--- src/rtl/lpm_div_pkg.sv ---
// Shared types and helpers for the sequential restoring divider.
package lpm_div_pkg;

  typedef enum logic [1:0] {IDLE, CALC, FIX, DONE} div_state_e;

  // Widest operand the magnitude helper supports.
  localparam int MAXW = 64;

  // Iteration counter width; it has to hold WIDTHN-1.
  function automatic int cnt_width(input int n);
    return (n > 1) ? $clog2(n) : 1;
  endfunction

  // Conditional two's-complement negate.
  // With a sign-extended input this yields the magnitude, so the most negative value still fits.
  function automatic logic [MAXW:0] neg_if(input logic [MAXW:0] v, input logic neg);
    return neg ? -v : v;
  endfunction

endpackage

--- src/rtl/lpm_div_step.sv ---
// One restoring-division step: shift in a dividend bit and subtract the divisor when it fits.
module lpm_div_step #(
  parameter int WIDTHD = 32
) (
  input  logic [WIDTHD-1:0] partial_i,
  input  logic              bit_i,
  input  logic [WIDTHD-1:0] divisor_i,
  output logic [WIDTHD-1:0] partial_o,
  output logic              qbit_o
);

  logic [WIDTHD:0] shifted;

  assign shifted = {partial_i, bit_i};
  assign qbit_o  = (shifted >= {1'b0, divisor_i});
  // The true difference is below the divisor, so its low WIDTHD bits are exact.
  assign partial_o = qbit_o ? (shifted[WIDTHD-1:0] - divisor_i) : shifted[WIDTHD-1:0];

endmodule

--- src/rtl/lpm_div_seq.sv ---
// Iterative radix-2 restoring divider.
// It produces one quotient bit per cycle and has start/ready and valid/ready handshakes.
module lpm_div_seq #(
  parameter int    WIDTHN         = 32,
  parameter int    WIDTHD         = 32,
  parameter string REPRESENTATION = "UNSIGNED"
) (
  input  logic              i_clock,
  input  logic              i_aclr,
  input  logic              i_sclr,
  input  logic              i_clken,
  input  logic              i_start,
  input  logic [WIDTHN-1:0] i_numer,
  input  logic [WIDTHD-1:0] i_denom,
  output logic              o_ready,
  output logic              o_valid,
  input  logic              i_ready,
  output logic [WIDTHN-1:0] o_quotient,
  output logic [WIDTHD-1:0] o_remain,
  output logic              o_div0
);
  import lpm_div_pkg::*;

  localparam int CNTW      = cnt_width(WIDTHN);
  localparam bit IS_SIGNED = (REPRESENTATION == "SIGNED");

  generate
    if (REPRESENTATION != "UNSIGNED" && REPRESENTATION != "SIGNED") begin : g_bad_rep
      $error("lpm_div_seq: REPRESENTATION must be UNSIGNED or SIGNED");
    end
  endgenerate

  div_state_e        state_q, state_d;
  logic [WIDTHN-1:0] num_q;
  logic [WIDTHD-1:0] den_q, part_q, raw_q;
  logic [CNTW-1:0]   cnt_q;
  logic              sgn_quot_q, sgn_rem_q, div0_q;
  logic [WIDTHN-1:0] quot_q;
  logic [WIDTHD-1:0] rem_q;
  logic              div0_out_q;

  logic              accept, calc_en, fix_en;
  logic [WIDTHD-1:0] step_part;
  logic              step_qbit;
  logic              sn, sd;
  logic [MAXW:0]     numer_ext, denom_ext, numer_abs, denom_abs;
  logic              unused_abs_hi;

  // Operand signs and magnitudes. Unsigned mode forces both signs to zero.
  assign sn        = IS_SIGNED & i_numer[WIDTHN-1];
  assign sd        = IS_SIGNED & i_denom[WIDTHD-1];
  assign numer_ext = {{(MAXW+1-WIDTHN){sn}}, i_numer};
  assign denom_ext = {{(MAXW+1-WIDTHD){sd}}, i_denom};
  assign numer_abs = neg_if(numer_ext, sn);
  assign denom_abs = neg_if(denom_ext, sd);
  assign unused_abs_hi = ^{numer_abs[MAXW:WIDTHN], denom_abs[MAXW:WIDTHD]};

  lpm_div_step #(.WIDTHD(WIDTHD)) u_step (
    .partial_i (part_q),
    .bit_i     (num_q[WIDTHN-1]),
    .divisor_i (den_q),
    .partial_o (step_part),
    .qbit_o    (step_qbit)
  );

  always_ff @(posedge i_clock or posedge i_aclr) begin
    if (i_aclr) begin
      state_q <= IDLE;
    end else if (i_clken) begin
      state_q <= i_sclr ? IDLE : state_d;
    end
  end

  always_comb begin
    state_d = state_q;
    case (state_q)
      IDLE:    if (i_start) state_d = CALC;
      CALC:    if (cnt_q == '0) state_d = FIX;
      FIX:     state_d = DONE;
      DONE:    if (i_ready) state_d = IDLE;
      default: state_d = IDLE;
    endcase
  end

  always_comb begin
    o_ready = 1'b0;
    o_valid = 1'b0;
    accept  = 1'b0;
    calc_en = 1'b0;
    fix_en  = 1'b0;
    case (state_q)
      IDLE: begin
        o_ready = 1'b1;
        accept  = i_start & i_clken & ~i_sclr;
      end
      CALC:    calc_en = i_clken & ~i_sclr;
      FIX:     fix_en  = i_clken & ~i_sclr;
      DONE:    o_valid = 1'b1;
      default: ;
    endcase
  end

  // The working registers are always loaded at accept before they are used, so they need no reset.
  // num_q starts as the dividend magnitude and turns into the quotient magnitude as bits shift in.
  always_ff @(posedge i_clock) begin
    if (accept) begin
      num_q      <= numer_abs[WIDTHN-1:0];
      den_q      <= denom_abs[WIDTHD-1:0];
      part_q     <= '0;
      raw_q      <= i_numer[WIDTHD-1:0];
      sgn_quot_q <= sn ^ sd;
      sgn_rem_q  <= sn;
      div0_q     <= (i_denom == '0);
    end else if (calc_en) begin
      num_q  <= {num_q[WIDTHN-2:0], step_qbit};
      part_q <= step_part;
    end
  end

  always_ff @(posedge i_clock or posedge i_aclr) begin
    if (i_aclr) begin
      cnt_q      <= '0;
      quot_q     <= '0;
      rem_q      <= '0;
      div0_out_q <= 1'b0;
    end else if (i_clken) begin
      if (i_sclr) begin
        cnt_q      <= '0;
        quot_q     <= '0;
        rem_q      <= '0;
        div0_out_q <= 1'b0;
      end else begin
        if (accept) begin
          cnt_q <= CNTW'(WIDTHN - 1);
        end else if (calc_en) begin
          cnt_q <= cnt_q - CNTW'(1);
        end
        // Divide by zero overrides the signed fix-up with all-ones and the raw dividend.
        if (fix_en) begin
          quot_q     <= div0_q ? '1 : (sgn_quot_q ? -num_q : num_q);
          rem_q      <= div0_q ? raw_q : (sgn_rem_q ? -part_q : part_q);
          div0_out_q <= div0_q;
        end
      end
    end
  end

  assign o_quotient = quot_q;
  assign o_remain   = rem_q;
  assign o_div0     = div0_out_q;

endmodule

--- config.mk ---
export PLATFORM = sky130hd
export DESIGN_NAME = lpm_div_seq
export DESIGN_NICKNAME = d
export VERILOG_FILES = /design/src/rtl/lpm_div_pkg.sv /design/src/rtl/lpm_div_step.sv /design/src/rtl/lpm_div_seq.sv
export SDC_FILE = /design/constraint.sdc
export NUM_CORES = 1
export LEC_CHECK = 0
export ABC_AREA = 1
export BUFFER_PORTS_ARGS = -buffer_cell sky130_fd_sc_hd__buf_4
export CORE_ASPECT_RATIO = 0.9
export CORE_MARGIN = 2
export CORE_UTILIZATION = 49
export DETAILED_ROUTE_END_ITERATION = 7
export GPL_TIMING_DRIVEN = 0
export PLACE_DENSITY_LB_ADDON = 0.05
export SYNTH_ARGS = -nofsm -noshare
export SYNTH_HDL_FRONTEND = slang
export SYNTH_SLANG_ARGS = --single-unit
--- constraint.sdc ---
create_clock -name i_clock -period 3.1 [get_ports i_clock]
set_input_delay 0.62 -clock i_clock [delete_from_list [all_inputs] [get_ports i_clock]]
set_output_delay 0.62 -clock i_clock [all_outputs]
set_load 0.02 [all_outputs]
======== Word level (Yosys, flattened, before mapping) ========
Index checks and enable logic that the tools add are counted.
storage, ports and cells
  register bits after elaboration ......... 201
  bits in latches ......................... 0
  memory bits (writable) .................. 0
  memory bits (read-only) ................. 0
  bits of input ports ..................... 70
  output and inout bits ................... 67
  logic and storage cells ................. 56
  memories ................................ 0
operators by class
  add/subtract/negate cells ............... 2
  multiply operators ...................... 0
  div/mod/pow operators ................... 0
  $lt $le $gt $ge ......................... 1
  eq/ne operators ......................... 6
  shift-type cells ........................ 0
  multiplexer cells ....................... 24
  bitwise gates (word level) .............. 4
  reductions and logical operators ........ 9
operators with widths
  operator             count
  $mux 32              9
  $ge 33x32->1         1
  $logic_not 32->1     1
  $sub 32x32->32       1
  $mux 5               3
  $ne 3x3->1 const B   3
  $mux 2               4
  $pmux 2 s4           1
  $mux 1               7
  $logic_not 5->1      1
  $sub 5x1->5 const B  1
  $eq 2x2->1 const B   2
  $reduce_and 2->1     2
  $reduce_and 4->1     1
  $reduce_bool 2->1    2
  $and 1x1->1          3
  $reduce_bool 3->1    1
  $eq 2x1->1 const B   1
  $logic_not 2->1      1
  $not 1->1            1

======== Logic depth before layout (Yosys ltp) ========
Gate-level depths: netlist of the first run.
  word-level depth ........................ 6
  gate-level depth with buffers ........... 16
  mapped depth without buffers ............ 16

======== Cells and area by module ========
A second synthesis of the first run with hierarchy kept.
second synthesis, totals
  cell total of the unflattened synthesis .. 1374
  area, all modules ....................... 11043.1 um2
modules (own cells, without submodules)
  module        times used  cells each  area each (um2)  seq. area each (um2)
  lpm_div_seq   1           722         7850.0           5355.1
  lpm_div_step  1           652         3193.1           0.0

======== Worst setup path after synthesis of the first run ========
Ideal clock, no wire load.
  path type ............................... register to register
  from .................................... register state_q[0]
  to ...................................... register den_q[0], enable pin
  library setup time ...................... 454 ps
  arrival ................................. 3138 ps
  required time ........................... 2646 ps
  path slack .............................. -492 ps
  cell stages (with the launch flop) ...... 6
  path buffers ............................ 1
  period minus slack after synthesis ...... 3592 ps
  path through ............................ dfrtp_1 > inv_1 > ha_1 > nand2_1 > nor2_4 > clkbuf_1
between the ends
  word-level cells in the longest chain between the ends .. 2
ends and longest elaborated chain
  element                 RTL line            text
  start, declared         lpm_div_seq.sv:33   div_state_e state_q, state_d;
  start signal, assigned  lpm_div_seq.sv:70   state_q <= i_sclr ? IDLE : state_d;
  $logic_not 2->1         lpm_div_seq.sv:91   case (state_q)
  $mux 1                  lpm_div_seq.sv:91
  named net accept        lpm_div_seq.sv:42   logic accept, calc_en, fix_en;
  end signal, assigned    lpm_div_seq.sv:108  den_q <= denom_abs[WIDTHD-1:0];
  end, declared           lpm_div_seq.sv:35   logic [WIDTHD-1:0] den_q, part_q, raw_q;
The timed path passes the listed nets, and every way through them passes these cells.
A chain may end at the register's enable or synchronous reset.

======== Worst setup path after layout of the first run ========
  from .................................... register num_q[31]
  to ...................................... register part_q[24]
between the ends
  word-level cells in the longest chain between the ends .. 2
  elaborated cells on any way between the ends .. 3
  classes of those cells .................. 1 x add/sub; 1 x order compare; 1 x mux
ends and longest elaborated chain
  element                                                RTL line                                text
  start, declared                                        lpm_div_seq.sv:34                       logic [WIDTHN-1:0] num_q;
  start signal, assigned                                 lpm_div_seq.sv:107                      num_q <= numer_abs[WIDTHN-1:0];
  start signal, assigned                                 lpm_div_seq.sv:115                      num_q <= {num_q[WIDTHN-2:0], step_qbit};
  $sub 32x32->32 / $ge 33x32->1 (equally long branches)  lpm_div_step.sv:17, lpm_div_step.sv:15
  $mux 32 *                                              lpm_div_step.sv:17                      assign partial_o = qbit_o ? (shifted[WIDTHD-1:0] - divisor_i) : shifted[WIDTHD-1:0];
  end signal, assigned                                   lpm_div_seq.sv:116                      part_q <= step_part;
  end, declared                                          lpm_div_seq.sv:35
Mark *: on every way between the ends. The rest lies on a longest branch, timed or not.

==> run_results.csv, run 1 <==
group,metric,value,unit
clocking,postCtsHoldBufs,0,
setup_path,critical-path-top-delay-family,"simple AND/OR/NAND/NOR gates",
layout,instances_no_fill,1840,
power_and_ir_drop,p_switching,2.75,mW
logic_synthesis,ys_ff_latch,201,
hold_path,min_path_type,"in -> async",
layout,design_area,13000,um^2
detailed_routing,drtPass1Iterations,5,
layout,diodes,0,
logic_synthesis,ys_top_cells_by_area,"edfxtp_1 27%, dfrtp_1 17%, nand2_1 14%, inv_1 8.2%, dfxtp_1 5.9%",
detailed_routing,dr.first_iter.drc_count,525,
layout,fillCellCount,2047,
floorplanning,core.rowCount,51,
setup_path,crit_top_cell,"nand2_1",
floorplanning,dieArea,23300,um^2
layout,final_cell_mix,"395 x nand2_1, 234 x inv_1, 136 x buf_4, 103 x nor2_1, 97 x edfxtp_1",
logic_synthesis,ys.flop_type,"edfxtp_1",
logic_synthesis,synth_top_cell_by_area,"edfxtp_1",
floorplanning,start_util,0.500,
setup_path,r2r-start,"num_q[31]",
floorplanning,die_y,145,um
power_and_ir_drop,pwr-share-clk,0.319,
setup_path,required,3530,ps
detailed_routing,drc,0,
run_status,status,"finished clean",
sta,fin_skew,18.7,ps
floorplanning,die_width,161,um
global_route,grt_pass1_vias,8918,
clocking,cts_tree,"yes",
sta,fin_crit_sh,0.789,
setup_path,r2r_slack,660,ps
logic_synthesis,synth_xor_area_frac,0.0122,
logic_synthesis,synthSimpleGateAreaFrac,0.251,
placement,dpl_cell_area,12300,um^2
clocking,htree_levels,1,
logic_synthesis,syn_nets,1479,
clocking,clk_latency,510,ps
setup_path,r2r_cells,15,
logic_synthesis,synth_top_family_by_area,"simple AND/OR/NAND/NOR gates",
logic_synthesis,synth.distinct_cells,39,
global_route,grt_usage,0.251,
detailed_routing,routed_wl,29.1,mm
detailed_routing,drtAntennaViolNets,0,
setup_path,cp.buffers_inverters,2,
clocking,cts.sinks,201,
clocking,root_buffer,"clkbuf_16",
setup_path,cp_max_fo,4,
logic_synthesis,synthArstFlopShare,0.358,
logic_synthesis,syn_inst,1370,
floorplanning,coreArea,21600,um^2
placement,pre_cts_slack,611,ps
sta,fmax,0.409,GHz
placement,portBuffers,136,
layout,final_common_cell,"nand2_1",
global_route,grt_max_degree,39,
floorplanning,io_pins,137,
sta,setup_slack,655,ps
setup_path,cp-start-kind,"register",
logic_synthesis,yosysSeqAreaShare,0.495,
placement,gp_congestion,0.920,
detailed_routing,routedWlPerCell,15.8,um
placement,hpwl,22.5,mm
clocking,cts_buffers,22,
power_and_ir_drop,cellPowerDensity,645,nW/um^2
power_and_ir_drop,p_int,5.64,mW
job,drv_cap,0,
layout,area_growth,20.4,%
sta,post-route-min-period,2440,ps
setup_path,path_cells,"inv_1 > ha_1 > inv_1 > fa_1 > nand3_1 > nand3_1 > nand2_1 > nand2_1 > nand2_1 > nand3_1 > nand2_1 > nand2_1 > nand2_1 > nand3_1 > o21ai_1",
logic_synthesis,synth-compound-area-share,0.0920,
sta,drv_slew,0,
global_route,grt-ovfl-total,0,
power_and_ir_drop,swShare,0.328,
logic_synthesis,synth_area,10800,um^2
power_and_ir_drop,p_total,8.39,mW
sta,hold_viol,0,
setup_path,crit_type,"reg -> reg",
setup_path,slowest_stage,"fa_1",
layout,layout-drive-gt1-share,0.145,
sta,rsz0062_at_grt,"false",
logic_synthesis,muxShareOfSynthArea,0.000926,
clocking,clkSlewWorstSetupHoldPaths,60,ps
setup_path,rr_endpoint,"part_q[24]",
clocking,clockBufferDepth,3,
detailed_routing,viasPerCell,5.06,
sta,max_slew.worst_pin.slew,631,ps
sta,setup-violations-final,0,
detailed_routing,via_count,9307,
power_and_ir_drop,pwr-share-seq,0.411,
logic_synthesis,syn_avg_cell_area,7.89,um^2
power_and_ir_drop,comb_power_share,0.269,
logic_synthesis,yosysTopAreaCellShare,0.269,
placement,dp_cells,1800,
power_and_ir_drop,p_leak,6.36,nW
power_and_ir_drop,power.ir.vdd_worst,0.000418,V
logic_synthesis,synth_adder_area_share,0.0458,
logic_synthesis,synth-edff-count,97,
setup_path,slowest_delay,460,ps
clocking,post_cts_resized,0,
layout,fin_nets,1642,
global_route,antenna_found_initial,0,
logic_synthesis,synth.yosys.warnings,0,
setup_path,crit_arrival,2880,ps
setup_path,end_kind,"register",
clocking,cts_setup_buffers,0,
global_route,grt_pass1_wl,46.6,mm
sta,max-slew-margin-rel,0.576,
[sequential cells by signal, indices dropped and copies added, names as in the netlist]
register,cells
den_q,32
num_q,32
o_quotient,32
o_remain,32
part_q,32
raw_q,32
cnt_q,5
state_q,2
div0_q,1
o_div0,1
[area by class of cell]
| type | instances | area (um^2) | share of cell area |
|---|---|---|---|
| clock inverter | 11 | 87.6 | 0.00673 |
| buffer | 47 | 225 | 0.0173 |
| sequential | 201 | 5360 | 0.412 |
| multi-input combinational | 885 | 4340 | 0.334 |
| timing repair buffer | 139 | 1080 | 0.0831 |
| inverter | 237 | 892 | 0.0686 |
| tap | 291 | 364 | 0.0280 |
| clock buffer | 29 | 661 | 0.0508 |
[cell usage after synthesis (3+ instances only)]
| library cell | number |
|---|---|
| nand2_1 | 395 |
| a21oi_1 | 84 |
| ha_1 | 38 |
| buf_2 | 17 |
| nor3_1 | 6 |
| nor4_1 | 9 |
| o22ai_1 | 33 |
| nor2_1 | 103 |
| xnor2_1 | 14 |
| nor2_4 | 3 |
| and2_1 | 4 |
| buf_6 | 3 |
| dfrtp_1 | 72 |
| nand4_1 | 5 |
| o21ai_0 | 42 |
| nand3_1 | 90 |
| edfxtp_1 | 97 |
| o21ai_1 | 17 |
| nand3b_1 | 9 |
| dfxtp_1 | 32 |
| nand2_2 | 7 |
| clkbuf_1 | 25 |
| o21bai_1 | 3 |
| nor2_2 | 8 |
| inv_1 | 235 |
[power groups by stage]
stage          logic, mW  registers, mW  clock network (mW)
3_3_place_gp        2.19           3.51                   0
6_report            2.26           3.45                2.68
5_1_grt             2.53           3.49                2.83
4_1_cts             2.27           3.45                2.74
2_1_floorplan       1.32           3.61                   0
3_5_place_dp        2.25           3.50                   0
[how the worst max path moves through the flow]
stage	from	to	slack (ps)	cells past startpoint
finish	num_q[31]	part_q[24]	660	15
global route	num_q[31]	part_q[24]	460	15
CTS	num_q[31]	part_q[24]	650	15
detailed placement	i_clken	o_remain[15]	610	8
global placement	i_clken	num_q[24]	-720	8
floorplan	state_q[0]	num_q[0]	270	7
[metal layers]
layer	GRT usage	vias up	wire, um	part of all wire
li1	-	4710	-	-
met1	0.373	4312	14200	0.49
met2	0.388	243	12700	0.44
met3	0.0369	42	1630	0.056
met4	0.0572	0	618	0.021
met5	0	-	0	0
[stage by stage]
stage                     hold WS (ps)  setup TNS, ps   util
final                              151              0  0.601
after global routing               182              0  0.601
after CTS                          150              0  0.601
after detailed placement           471              0  0.567
after global placement             466         -59100  0.564
after floorplan                    447              0      -
[cells by family after synthesis]
logic type,Yosys count
AOI/OAI and AO/OA,185
xor gates and xnor gates,15
adders and majority gates,39
buffers and inverters,284
DFF,201
muxes,1
and+or+nand+nor,645
Note: power is estimated with default switching activity, not from simulation.
==> run 2: changes to the inputs <==
Clock period 3.1 ns to 2.1 ns, I/O delays scaled along.
==> run 2 against run 1 <==
The run now ends with setup timing left. Combinational power increased by 79%. Design area grew 10%. Register-to-register slack got worse by 710 ps. Core utilization grew 6.0 points. Critical path type unchanged. Largest cell class unchanged.
==> run_results.csv, run 2 (same netlist as run 1, synthesis figures left out) <==
group,metric,value,unit
run_status,status,"finished with violations",
power_and_ir_drop,power.ir.vdd_worst,0.000680,V
detailed_routing,routed_wl,31.7,mm
placement,dpl_cell_area,12300,um^2
global_route,grt_usage,0.255,
sta,fin_skew,16.8,ps
detailed_routing,drtPass1Iterations,5,
run_status,violations,"setup timing",
setup_path,crit_type,"reg -> reg",
detailed_routing,via_count,9717,
layout,design_area,14300,um^2
global_route,grt_pass1_wl,47.4,mm
sta,fmax,0.464,GHz
floorplanning,io_pins,137,
sta,max-slew-margin-rel,0.522,
setup_path,path_cells,"inv_2 > ha_4 > inv_4 > fa_2 > nand3_2 > nand3_4 > nand2_2 > nand2_4 > nand2_2 > nand4_1 > nand2_2 > nand2_2 > nand3_2 > o21ai_1",
clocking,clockBufferDepth,3,
layout,finish.utilization,0.662,
sta,max_slew.worst_pin.slew,710,ps
sta,fin_crit_sh,1.03,
setup_path,cp-start-kind,"register",
clocking,htree_levels,1,
layout,final_cell_mix,"334 x nand2_1, 214 x inv_1, 168 x buf_4, 97 x edfxtp_1, 94 x nor2_1",
layout,area_growth,32.4,%
clocking,cts_buffers,23,
sta,setup-violations-final,4,
setup_path,required,2490,ps
setup_path,end_kind,"register",
clocking,clkSlewWorstSetupHoldPaths,60,ps
sta,setup_slack,-54.8,ps
detailed_routing,routedWlPerCell,16.8,um
detailed_routing,dr.first_iter.drc_count,733,
setup_path,crit_top_cell,"nand2_2",
sta,post-route-min-period,2150,ps
floorplanning,die_width,161,um
detailed_routing,drc,0,
clocking,root_buffer,"clkbuf_16",
layout,fin_nets,1681,
global_route,grt-ovfl-total,0,
placement,gp_congestion,0.876,
layout,layout-drive-gt1-share,0.264,
sta,whs,87.2,ps
setup_path,crit_arrival,2540,ps
setup_path,critical-path-top-delay-family,"simple AND/OR/NAND/NOR gates",
clocking,cts_tree,"yes",
floorplanning,core.rowCount,51,
sta,setup-tns-final,-94.9,ps
power_and_ir_drop,p_leak,6.69,nW
placement,portBuffers,136,
setup_path,cp.buffers_inverters,2,
layout,diodes,0,
hold_path,min_path_type,"in -> reg",
floorplanning,start_util,0.500,
setup_path,slowest_stage,"edfxtp_1",
job,drv_cap,0,
detailed_routing,viasPerCell,5.17,
layout,fillCellCount,1798,
setup_path,cp_max_fo,4,
layout,final_common_cell,"nand2_1",
floorplanning,coreArea,21600,um^2
clocking,clk_latency,520,ps
detailed_routing,drtAntennaViolNets,0,
global_route,grt_pass1_vias,9141,
sta,hold_viol,0,
power_and_ir_drop,cellPowerDensity,905,nW/um^2
layout,register_area,5360,um^2
global_route,grt_max_degree,75,
floorplanning,die_y,145,um
global_route,antenna_found_initial,0,
clocking,cts.sinks,201,
setup_path,slowest_delay,430,ps
placement,hpwl,22.4,mm
layout,multi_input_area,5270,um^2
floorplanning,dieArea,23300,um^2
sta,drv_slew,0,
sta,rsz0062_at_grt,"true",
run 2: changes by cell type in the layout (fill, tap and decap cells not counted), sizes merged:
cell,before,now
buf,161,198
bufinv,1,0
clkbuf,54,62
clkinv,8,5
clkinvlp,2,1
dlygate4sd3,0,1
inv,237,236
run 2: final cells by class:
| class | instances | area share |
|---|---|---|
| inverters | 237 | 0.0627 |
| plain buffers | 45 | 0.0204 |
| multi-input cells | 885 | 0.368 |
| flip-flops and latches | 201 | 0.375 |
| repair buffers | 179 | 0.0996 |
| clock buffers | 37 | 0.0475 |
| clock inverters | 5 | 0.00184 |
| well taps | 291 | 0.0254 |
run 2: layer usage:
layer	part of all wire	GRT usage	vias up	routed length [um]
li1	-	-	4806	-
met1	0.46	0.368	4565	14500
met2	0.46	0.408	296	14500
met3	0.062	0.0377	50	1960
met4	0.023	0.0622	0	736
met5	0	0	-	0
run 2: report_power, final:
| part | switching (mW) | internal [mW] |
|---|---|---|
| clock | 1.56 | 2.21 |
| sequential | 0.362 | 4.77 |
| combinational | 2.42 | 1.62 |
run 2: path summary, 6_finish.rpt:
path | slack [ps] | depth (start not counted) | to | start
hold reg to reg | 500 | 2 | part_q[19] | part_q[19]
hold / removal | 90 | 1 | den_q[17] | i_denom[17]
setup / recovery | -50 | 14 | part_q[24] | num_q[31]
max in group asynchronous | 1080 | 4 | o_remain[24] | i_aclr
min in group asynchronous | 500 | 3 | o_quotient[5] | i_aclr
setup reg to reg | -50 | 14 | part_q[24] | num_q[31]
run 2: through the flow:
| stage | setup WS, ps | cells | power, mW |
|---|---|---|---|
| CTS | -57.2 | 1852 | 12.4 |
| finish | -54.8 | 1880 | 12.9 |
| global route | -103 | 1880 | 13.6 |
| floorplan | 31.7 | 1370 | 7.27 |
| detailed placement | -355 | 1799 | 8.47 |
| global placement | -345 | 1797 | 8.40 |
run 2: timing repair:
action / in CTS / in global routing
endpoints found under the setup margin: 202 / 145
buffers inserted: 10 / 24
hold buffers: 1 / 0
cloned: 0 / 6
resized for setup: 73 / 174
hold endpoints to repair: 18 / 0
pin swaps: 18 / 50
==> run 3: changes to the inputs <==
Settings changed: TNS_END_PERCENT from default to 30.
==> run 3 against run 2 <==
The run now ends clean. Maximum frequency increased by 3.0%. Design area decreased by 1.1%. First-iteration DRC count decreased by 7.1%. Clock power increased by 2%. Register-to-register slack improved by 60 ps. Via count decreased by 0.51%. Clock-buffer cell count decreased by 4. Combinational power decreased by 4%. Setup slack improved by 64 ps. Sequential share of layout area increased by 0.43 points. Largest cell class unchanged.
==> run_results.csv, run 3 (same netlist as run 1, synthesis figures left out) <==
group,metric,value,unit
sta,fin_skew,19.5,ps
clocking,cts_buffers,23,
setup_path,startpoint,"state_q[0]",
power_and_ir_drop,pwr-share-seq,0.400,
setup_path,critical-path-top-delay-family,"buffers and inverters",
layout,diodes,0,
setup_path,crit_arrival,2350,ps
sta,hold_viol,0,
floorplanning,coreArea,21600,um^2
run_status,status,"finished clean",
setup_path,cp_max_fo,10,
hold_path,min_path_type,"in -> reg",
power_and_ir_drop,p_total,12.9,mW
setup_path,slowest_stage,"dfrtp_1",
detailed_routing,drtAntennaViolNets,0,
sta,fin_crit_sh,0.996,
sta,setup_slack,8.83,ps
global_route,gr-usage-met2,0.412,
floorplanning,io_pins,137,
layout,fin_nets,1671,
floorplanning,die_width,161,um
detailed_routing,routedWlPerCell,16.7,um
placement,hpwl,22.5,mm
clocking,clkSlewWorstSetupHoldPaths,70,ps
power_and_ir_drop,swShare,0.337,
global_route,grt.busiest_layer,"met2",
power_and_ir_drop,comb_power_share,0.303,
hold_path,hold_path.startpoint,"i_denom[8]",
setup_path,crit_top_cell,"nand2_1",
layout,fillCellCount,1891,
sta,max-slew-margin-rel,0.590,
power_and_ir_drop,pwr-share-clk,0.298,
power_and_ir_drop,cellPowerDensity,910,nW/um^2
global_route,met3_usage,0.0346,
setup_path,path_cells,"inv_1 > ha_1 > nand2_1 > nor2_4 > clkinv_2 > clkbuf_1 > nand2_1 > nand2_1",
placement,dp_cells,1798,
global_route,grt_use_met1,0.378,
power_and_ir_drop,p_leak,6.63,nW
global_route,grt_pass1_wl,48.0,mm
clocking,clockBufferDepth,3,
setup_path,crit_type,"reg -> reg",
detailed_routing,drtPass1Iterations,5,
sta,post-route-min-period,2090,ps
layout,instances_no_fill,1870,
setup_path,cp-start-kind,"register",
detailed_routing,dr.first_iter.drc_count,681,
sta,drv_slew,0,
layout,area_growth,30.9,%
sta,whs,83.2,ps
detailed_routing,routed_wl,31.2,mm
sta,max_slew.worst_pin.slew,610,ps
placement,pre_cts_slack,-327,ps
setup_path,slowest_delay,400,ps
clocking,root_buffer,"clkbuf_16",
floorplanning,die_y,145,um
clocking,cts_tree,"yes",
sta,fmax,0.478,GHz
clocking,clk_latency,520,ps
placement,portBuffers,136,
detailed_routing,via_count,9667,
power_and_ir_drop,p_switching,4.34,mW
floorplanning,dieArea,23300,um^2
layout,layout-drive-gt1-share,0.258,
placement,gp_congestion,0.879,
sta,rsz0062_at_grt,"true",
global_route,grt-ovfl-total,0,
sta,setup-tns-final,0,ps
layout,final_common_cell,"nand2_1",
power_and_ir_drop,p_int,8.53,mW
setup_path,end_kind,"register",
job,drv_cap,0,
floorplanning,core.rowCount,51,
detailed_routing,viasPerCell,5.17,
global_route,antenna_found_initial,0,
floorplanning,start_util,0.500,
layout,final_cell_mix,"334 x nand2_1, 208 x inv_1, 164 x buf_4, 97 x edfxtp_1, 92 x nor2_1",
clocking,cts.sinks,201,
global_route,grt_pass1_vias,9259,
setup_path,cp.buffers_inverters,3,
detailed_routing,drc,0,
clocking,htree_levels,1,
setup_path,r2r-start,"state_q[0]",
global_route,grt_max_degree,75,
power_and_ir_drop,power.ir.vdd_worst,0.000580,V
sta,setup-violations-final,0,
setup_path,required,2360,ps
global_route,grt_usage,0.258,
==> run 3: worst paths after layout <==
kind	end	slack, ps	cells past startpoint
min in group asynchronous	o_quotient[5]	450	3
hold reg to reg	part_q[30]	480	2
max in group asynchronous	o_remain[22]	1050	4
hold / removal	den_q[8]	80	1
setup / recovery	num_q[17]	9	8
setup reg to reg	num_q[17]	9	8
==> run 3: layer usage <==
metal,vias to the layer above,wire [um],share of wire
met3,46,1680,0.054
met5,-,0,0
met2,273,14100,0.45
met4,0,728,0.023
met1,4583,14700,0.47
li1,4765,-,-
==> run 3: what timing repair did <==
item,4_1_cts,5_1_grt
endpoints found under the setup margin,210,220
hold endpoints to repair,26,0
hold buffers,1,0
cloned,0,4
pin swaps,12,52
setup buffers,8,18
resized for setup,61,170
==> run 3: power by group through the flow <==
stage / combinational, mW / sequential (mW) / clock [mW]
finish: 3.89 / 5.14 / 3.83
global route: 4.28 / 5.19 / 4.09
CTS: 3.49 / 5.11 / 3.90
detailed placement: 3.30 / 5.17 / 0
global placement: 3.24 / 5.16 / 0
floorplan: 1.96 / 5.31 / 0
==> run 3: area by class of cell <==
class,count,area [um^2],share of cell area
buffer,46,303,0.0214
multi-input combinational,885,5190,0.367
sequential,201,5360,0.379
clock inverter,9,77.6,0.00548
timing repair buffer,168,1330,0.0936
inverter,237,896,0.0633
clock buffer,33,633,0.0447
tap,291,364,0.0257
==> run 3: through the flow <==
| stage | instance area [um^2] | utilization |
|---|---|---|
| 4_1_cts | 13300 | 0.615 |
| 2_1_floorplan | 10800 | - |
| 6_report | 14100 | 0.654 |
| 3_3_place_gp | 12200 | 0.564 |
| 5_1_grt | 14100 | 0.654 |
| 3_5_place_dp | 12200 | 0.566 |
